$ cat config.mk
export PLATFORM = sky130hd
export DESIGN_NAME = ulpi_phy_emu
export DESIGN_NICKNAME = d
export VERILOG_FILES = /design/src/rtl/ulpi_phy_emu.sv
export SDC_FILE = /design/constraint.sdc
export NUM_CORES = 1
export LEC_CHECK = 0
export ABC_CLOCK_PERIOD_IN_PS = 7930
export BUFFER_PORTS_ARGS = -buffer_cell sky130_fd_sc_hd__buf_2
export CORE_MARGIN = 10
export CORE_UTILIZATION = 52
export DETAILED_ROUTE_END_ITERATION = 8
export HOLD_SLACK_MARGIN = 0.15
export PLACE_DENSITY = 0.68
export SLEW_MARGIN = 20
export SYNTH_ARGS = -nofsm -noshare
export SYNTH_HDL_FRONTEND = slang
export SYNTH_SLANG_ARGS = --single-unit
$ cat constraint.sdc
create_clock -name i_clk -period 7.93 [get_ports i_clk]
set_input_delay 0 -clock i_clk [delete_from_list [all_inputs] [get_ports i_clk]]
set_output_delay 0 -clock i_clk [all_outputs]
set_load 0.02 [all_outputs]
$ cat src/rtl/ulpi_phy_emu.sv
// ulpi_phy_emu: PHY-side ULPI responder answering reset, register access and RX CMD on line-state change.
// Outputs are flopped from the next-state decode so they change on the edge that enters each state.
module ulpi_phy_emu #(
    parameter int          STARTUP_CYCLES = 16,
    parameter logic [15:0] VID            = 16'h0424,
    parameter logic [15:0] PID            = 16'h0009
) (
    input  logic       i_clk,
    input  logic       i_rst,
    input  logic       i_phy_rst,
    input  logic       i_stp,
    input  logic [7:0] i_data,
    output logic       o_dir,
    output logic       o_nxt,
    output logic [7:0] o_data,
    input  logic [1:0] i_linestate,
    output logic [7:0] o_func_ctrl
);
    typedef enum logic [3:0] {
        RESET, STARTUP, IDLE, REGW_CMD, REGW_DATA, REGR_CMD,
        REGR_TA, REGR_DATA, REGR_END, RX_TA, RX_DATA, RX_END
    } state_t;

    state_t      r_state, w_next;
    logic [15:0] r_cnt;
    logic [5:0]  r_addr, w_base, w_off;
    logic [7:0]  r_wdata, w_wval, w_data, r_data;
    logic [7:0]  r_regs [64];
    logic [1:0]  r_ls, r_last;
    logic        r_pend, r_dir, r_nxt, w_dir, w_nxt, w_grp, w_wen;

    always_ff @(posedge i_clk) begin
        if (i_rst) begin
            r_state <= RESET;
            r_dir   <= 1'b1;
            r_nxt   <= 1'b0;
            r_data  <= 8'h00;
        end else begin
            r_state <= w_next;
            r_dir   <= w_dir;
            r_nxt   <= w_nxt;
            r_data  <= w_data;
        end
    end

    always_comb begin
        w_next = r_state;
        case (r_state)
            RESET:     w_next = STARTUP;
            STARTUP:   w_next = (r_cnt == '0) ? IDLE : STARTUP;
            IDLE:      w_next = (i_data[7:6] == 2'b10) ? REGW_CMD :
                                (i_data[7:6] == 2'b11) ? REGR_CMD :
                                r_pend ? RX_TA : IDLE;
            REGW_CMD:  w_next = i_stp ? IDLE : REGW_DATA;
            REGW_DATA: w_next = i_stp ? IDLE : REGW_DATA;
            REGR_CMD:  w_next = i_stp ? IDLE : REGR_TA;
            REGR_TA:   w_next = REGR_DATA;
            REGR_DATA: w_next = REGR_END;
            REGR_END:  w_next = IDLE;
            RX_TA:     w_next = i_stp ? IDLE : RX_DATA;
            RX_DATA:   w_next = RX_END;
            RX_END:    w_next = IDLE;
            default:   w_next = RESET;
        endcase
        if (i_phy_rst) w_next = RESET;
    end

    always_comb begin
        w_dir  = w_next inside {RESET, STARTUP, REGR_TA, REGR_DATA, RX_TA, RX_DATA};
        w_nxt  = w_next inside {REGW_CMD, REGR_CMD};
        w_data = (w_next == REGR_DATA) ? r_regs[w_base] :
                 (w_next == RX_DATA) ? {6'b0, i_linestate} : 8'h00;
    end

    // Counter reloads whenever not counting, so entry into STARTUP always sees a full count.
    always_ff @(posedge i_clk) begin
        if (i_rst || r_state != STARTUP) r_cnt <= 16'(STARTUP_CYCLES - 1);
        else r_cnt <= r_cnt - 16'd1;
    end

    always_ff @(posedge i_clk) begin
        if (r_state == IDLE && i_data[7]) r_addr <= i_data[5:0];
        if (r_state == REGW_DATA && !i_stp) r_wdata <= i_data;
        if (r_state == RX_TA) r_ls <= i_linestate;
    end

    always_ff @(posedge i_clk) begin
        if (i_rst) begin
            r_last <= 2'b00;
            r_pend <= 1'b0;
        end else if (r_state == RX_DATA && w_next == RX_END) begin
            r_last <= r_ls;
            r_pend <= 1'b0;
        end else if (i_linestate != r_last) begin
            r_pend <= 1'b1;
        end
    end

    // Addresses 0x04..0x15 form write/set/clear triplets that all resolve to the group base.
    always_comb begin
        w_grp  = r_addr >= 6'h04 && r_addr < 6'h16;
        w_base = r_addr;
        if (w_grp)
            for (int k = 0; k < 6; k++)
                if (r_addr >= 6'(4 + 3 * k)) w_base = 6'(4 + 3 * k);
        w_off  = r_addr - w_base;
        w_wval = (w_off == 6'd1) ? (r_regs[w_base] | r_wdata) :
                 (w_off == 6'd2) ? (r_regs[w_base] & ~r_wdata) : r_wdata;
        w_wen  = r_state == REGW_DATA && i_stp && !i_phy_rst && r_addr >= 6'h04;
    end

    always_ff @(posedge i_clk) begin
        if (i_rst || i_phy_rst) begin
            for (int i = 0; i < 64; i++) r_regs[i] <= 8'h00;
            r_regs[0] <= VID[7:0];
            r_regs[1] <= VID[15:8];
            r_regs[2] <= PID[7:0];
            r_regs[3] <= PID[15:8];
            r_regs[4] <= 8'h41;
        end else if (w_wen) begin
            r_regs[w_base] <= w_wval;
        end
    end

    assign o_dir       = r_dir;
    assign o_nxt       = r_nxt;
    assign o_data      = r_data;
    assign o_func_ctrl = r_regs[4];
endmodule

Word-level counts from Yosys, hierarchy flattened
Memory sizes are Yosys's and may differ from the RTL's. Index checks and enable logic that the tools add are counted.

$add $sub $neg: 2. $lt $le $gt $ge: 7. Eq/ne operators: 25. Multiplexer cells: 33. Bitwise gates (word level): 8. Reduce and logical (&&, ||, !) cells: 20.

Operators with widths (number): 8-bit two-way mux (9); 6-bit two-way mux (8); 4-bit one-hot mux with 10 select lines (1); 4-bit by 3-bit == test with 1-bit output, second input constant (7); 4-bit == test, second input constant (7); 4-bit two-way mux (5); 16-bit logical NOT (1); 16-bit by 1-bit subtractor with 16-bit output, second input constant (1); 4-bit by 2-bit == test with 1-bit output, second input constant (3); 6-bit by 3-bit >= comparator with 1-bit output, second input constant (2); 6-bit by 4-bit >= comparator with 1-bit output, second input constant (2); 6-bit by 5-bit >= comparator with 1-bit output, second input constant (2); 8-bit bitwise AND (1); 4-bit by 1-bit == test with 1-bit output, second input constant (2); 4-bit logical NOT (2); 8-bit NOT (1); 8-bit OR (1); 8-bit OR reduction (1); 1-bit logical AND (7); 6-bit by 1-bit == test with 1-bit output, second input constant (1); 6-bit by 2-bit == test with 1-bit output, second input constant (1); 6-bit by 5-bit less-than comparator with 1-bit output, second input constant (1); 1-bit two-way mux (6); 3-bit two-way mux (2); 11 further kinds (21).

Register bits: 49. Memory bits (writable): 512. Input bits: 14. Output and inout port bits: 18. Word-level logic and storage cells: 106. Memories: 1.

Memory list: r_regs (depth 64, width 8, read ports 2, clocked after Yosys merged registers in 0, wr ports 64, line 28) `logic [7:0] r_regs [64];`.

Depth between registers and ports, before layout
Word-level depth: 13. Mapped depth: 21. Gate-level depth less buffers: 16.

Worst setup path before layout
OpenSTA, ideal clock, no wires.

Path kind: reg-to-reg. Start: reg r_addr[2]. End: mem r_regs[10][3] (data pin). Library setup time: 0.275 ns. Arrival: 3.913 ns. Required time: 7.655 ns. Slack: 3.742 ns. Stages on the path, launching flop included: 19. Path buffers: 6. Period minus slack after synthesis: 4.188 ns. Path through: edfxtp_1 buf_2 clkbuf_1 clkbuf_1 o21ai_0 a21oi_1 nor2_1 a211o_1 inv_1 ha_1 nor2b_1 o21ai_0 nor4b_1 o2111ai_1 clkbuf_1 nand2_1 clkbuf_1 clkbuf_1 a21oi_2.

RTL lines: from (decl) (line 26) `logic [5:0] r_addr, w_base, w_off;`; from (signal assigned) (line 82) `if (r_state == IDLE && i_data[7]) r_addr <= i_data[5:0];`; to (decl) (line 28).

==> results_dict.tcl <==
set metrics [dict create \
    post-cts-setup-buffer-count 0 \
    fin_nets 2061 \
    outcome "complete, no violations" \
    portBuffers 31 \
    rows 79 \
    power.density_mw_per_mm2 224.2 \
    fp.dieH_um 237.8 \
    cts_buffer_depth 3 \
    final_cell_mix "edfxtp_1, a21oi_1, nand2_1" \
    setup_violations 0 \
    synth-edff-count 528 \
    die-area_mm2 0.05655 \
    routed.top_layer "met5" \
    start_kind "flip-flop" \
    finalCritPeriodShare 0.7282 \
    setup_tns_ns 0 \
    cp.required_ns 8.38 \
    placed_area_mm2 0.02566 \
    fp.coreArea_mm2 0.04675 \
    cpPeakStageDelay_ns 0.89 \
    grt_max_degree 66 \
    min-delay-path-class "input pin to flip-flop" \
    finalMaxSlewViolations 0 \
    slowest_stage "edfxtp_1" \
    post_drt_wl_per_cell_um 27.75 \
    post_drt_via_cell_ratio 6.838 \
    synth_flop_cell "edfxtp_1" \
    diodes 0 \
    grt_overflow_total 0 \
    endpoint_kind "flip-flop" \
    avgSynthCellArea_um2 12.73 \
    relSlewSlack 0.2726 \
    areaGrowthSynthToFinish_pct 12.21 \
    cts_tree "built" \
    numCtsBuffers 57 \
    crit_type "flip-flop to flip-flop" \
    antenna_found_initial 1 \
    clock_latency_ns 0.63 \
    arrival_ns 6.22 \
    synth-seq-area-share 0.6695 \
    final_antenna_net_count 0 \
    stdcell_area_mm2 0.02768 \
    synth_cells 1938 \
    die_w_um 237.8 \
    hold_viol 0 \
    synth-async-reset-ratio 0 \
    grt.total_usage 0.2600 \
    setup_slack_ns 2.155 \
    yosys_warnings 0 \
    htreeDepth 2 \
    finalWeightedCongestion 0.9581 \
    root_buffer "clkbuf_16" \
    drive_above_1_share 0.1075 \
    dp_slack_ns 2.452 \
    drv_cap 0 \
    rsz0062_at_grt "no" \
    path_buf_inv 2 \
    synth.distinct_cells 80 \
    wl_met2_um 33920 \
    worst_slew_pin_slew_ns 1.087 \
    io_pins 32 \
    wl_met1_um 28120 \
    cp_top_family "compound AO/OA/AOI/OAI gates" \
    num_vias 18402 \
    start_util 0.5277 \
    fin_worst_skew_ns 0.02526 \
    grt_pass1_vias 17694 \
    max_freq_mhz 173.2 \
    ir_drop_uv 148.0 \
    first_pass_iters 6 \
    drc 0 \
    dp.final_hpwl_um 47260 \
    layout_commonest_cell "edfxtp_1" \
    wl_met3_um 9382 \
    drt_iter0_drc 3198 \
    wl_um 74670 \
    cp_common_cell "o21ai_0" \
    yosys_register_bits 561 \
    clkTransAtPathRegs_ns 0.06 \
    grt_pass1_wl_um 112000 \
    netlist_area_mm2 0.02467 \
    clock-sinks 561 \
    p_leak_nw 9.951 \
    cp_cell_sequence "clkinv_1 -> nand2_1 -> o21ai_0 -> a211oi_1 -> o21ai_0 -> ha_1 -> fa_1 -> nor2b_1 -> o41ai_1 -> a21oi_1 -> o2111ai_2 -> o21ai_0 -> o21ai_4 -> buf_4 -> a21oi_1" \
    path_max_fanout 30 \
    fin_crit_ns 5.775 \
]
==> where the power goes <==
part | internal, W | total [W] | leakage, nW | switching [W]
logic | 0.0000321 | 0.000135 | 3.07 | 0.000103
registers | 0.00338 | 0.00344 | 5.98 | 0.0000537
clock network | 0.00151 | 0.00263 | 0.898 | 0.00112
total | 0.00493 | 0.00621 | 9.95 | 0.00128
==> what timing repair did <==
action / in CTS / in global routing
hold endpoints to repair: 57 / 0
resized for setup: 0 / 0
hold buffers: 21 / 0
==> worst min-delay path, stage by stage <==
cell and delay, ns:
dlygate4sd3_1 0.53, buf_2 0.14, o2bb2ai_1 0.11
==> final cells by class <==
cell class | count | area (um2)
clock buffers | 66 | 1513
clock inverters | 37 | 292.8
fillers | 3689 | 19070
inverters | 39 | 146.4
multi-input cells | 1285 | 7760
flip-flops and latches | 561 | 16520
well taps | 607 | 759.5
repair buffers | 96 | 695.7
==> kinds of logic after synthesis <==
kind of cell | count (synthesis) | synth area share
compound gates | 768 | 0.2082
flops | 561 | 0.6695
simple gates | 360 | 0.06705
buf+inv | 218 | 0.04291
xor+xnor | 17 | 0.006035
fa+ha+maj | 7 | 0.003854
mux | 5 | 0.002181
other cells | 2 | 0.0003044
==> synthesized netlist by cell type (12+ instances only) <==
cell type / instances / area [um2]
a21oi_1: 410 / 2052
nor2_1: 74 / 277.8
clkbuf_1: 83 / 311.6
a221o_1: 17 / 170.2
nand2_1: 165 / 619.3
a221oi_1: 60 / 525.5
buf_4: 22 / 165.2
a22oi_1: 23 / 172.7
xnor2_1: 12 / 105.1
a222oi_1: 43 / 430.4
dfxtp_1: 33 / 660.6
edfxtp_1: 528 / 15860
nand3_1: 27 / 135.1
buf_6: 12 / 135.1
a21oi_2: 12 / 105.1
nor3_1: 16 / 80.08
buf_2: 54 / 270.3
a32oi_1: 20 / 175.2
o21ai_0: 28 / 140.1
inv_1: 36 / 135.1
a22o_1: 47 / 411.6
==> path summary, 6_finish.rpt <==
| path | from | end | slack (ns) | depth (start not counted) |
|---|---|---|---|---|
| worst max-delay path | r_addr[4] | r_regs[25][0] | 2.16 | 15 |
| worst min-delay path | i_linestate[1] | o_data[1] | 0.19 | 3 |
| worst max register to register | r_addr[4] | r_regs[25][0] | 2.16 | 15 |
| worst min register to register | r_cnt[0] | r_cnt[0] | 0.42 | 1 |
==> flip-flops by register name, summed over array words and instances (netlist names), 2 cells and up <==
| register | cells |
|---|---|
| o_data | 8 |
| r_cnt | 16 |
| r_wdata | 8 |
| r_last | 2 |
| r_ls | 2 |
| r_addr | 6 |
| r_regs | 512 |
| r_state | 4 |
==> metrics by stage <==
step	util	total power (W)	cells	hold WS (ns)
2_1_floorplan	-	0.003547	2064	0.09887
3_3_place_gp	0.5484	0.003609	2567	0.1999
3_5_place_dp	0.5489	0.003619	2567	0.2019
4_1_cts	0.5920	0.006215	2691	0.1543
5_1_grt	0.5921	0.006354	2691	0.2109
6_report	0.5921	0.006206	2691	0.1930
==> metal layers <==
metal | vias to the layer above | track usage
met2 | 1338 | 0.3996
met1 | 9100 | 0.3485
li1 | 7744 | -
met5 | - | 0
met4 | 2 | 0.1142
met3 | 218 | 0.06143
No activity file was read; power rests on OpenSTA's default activity.
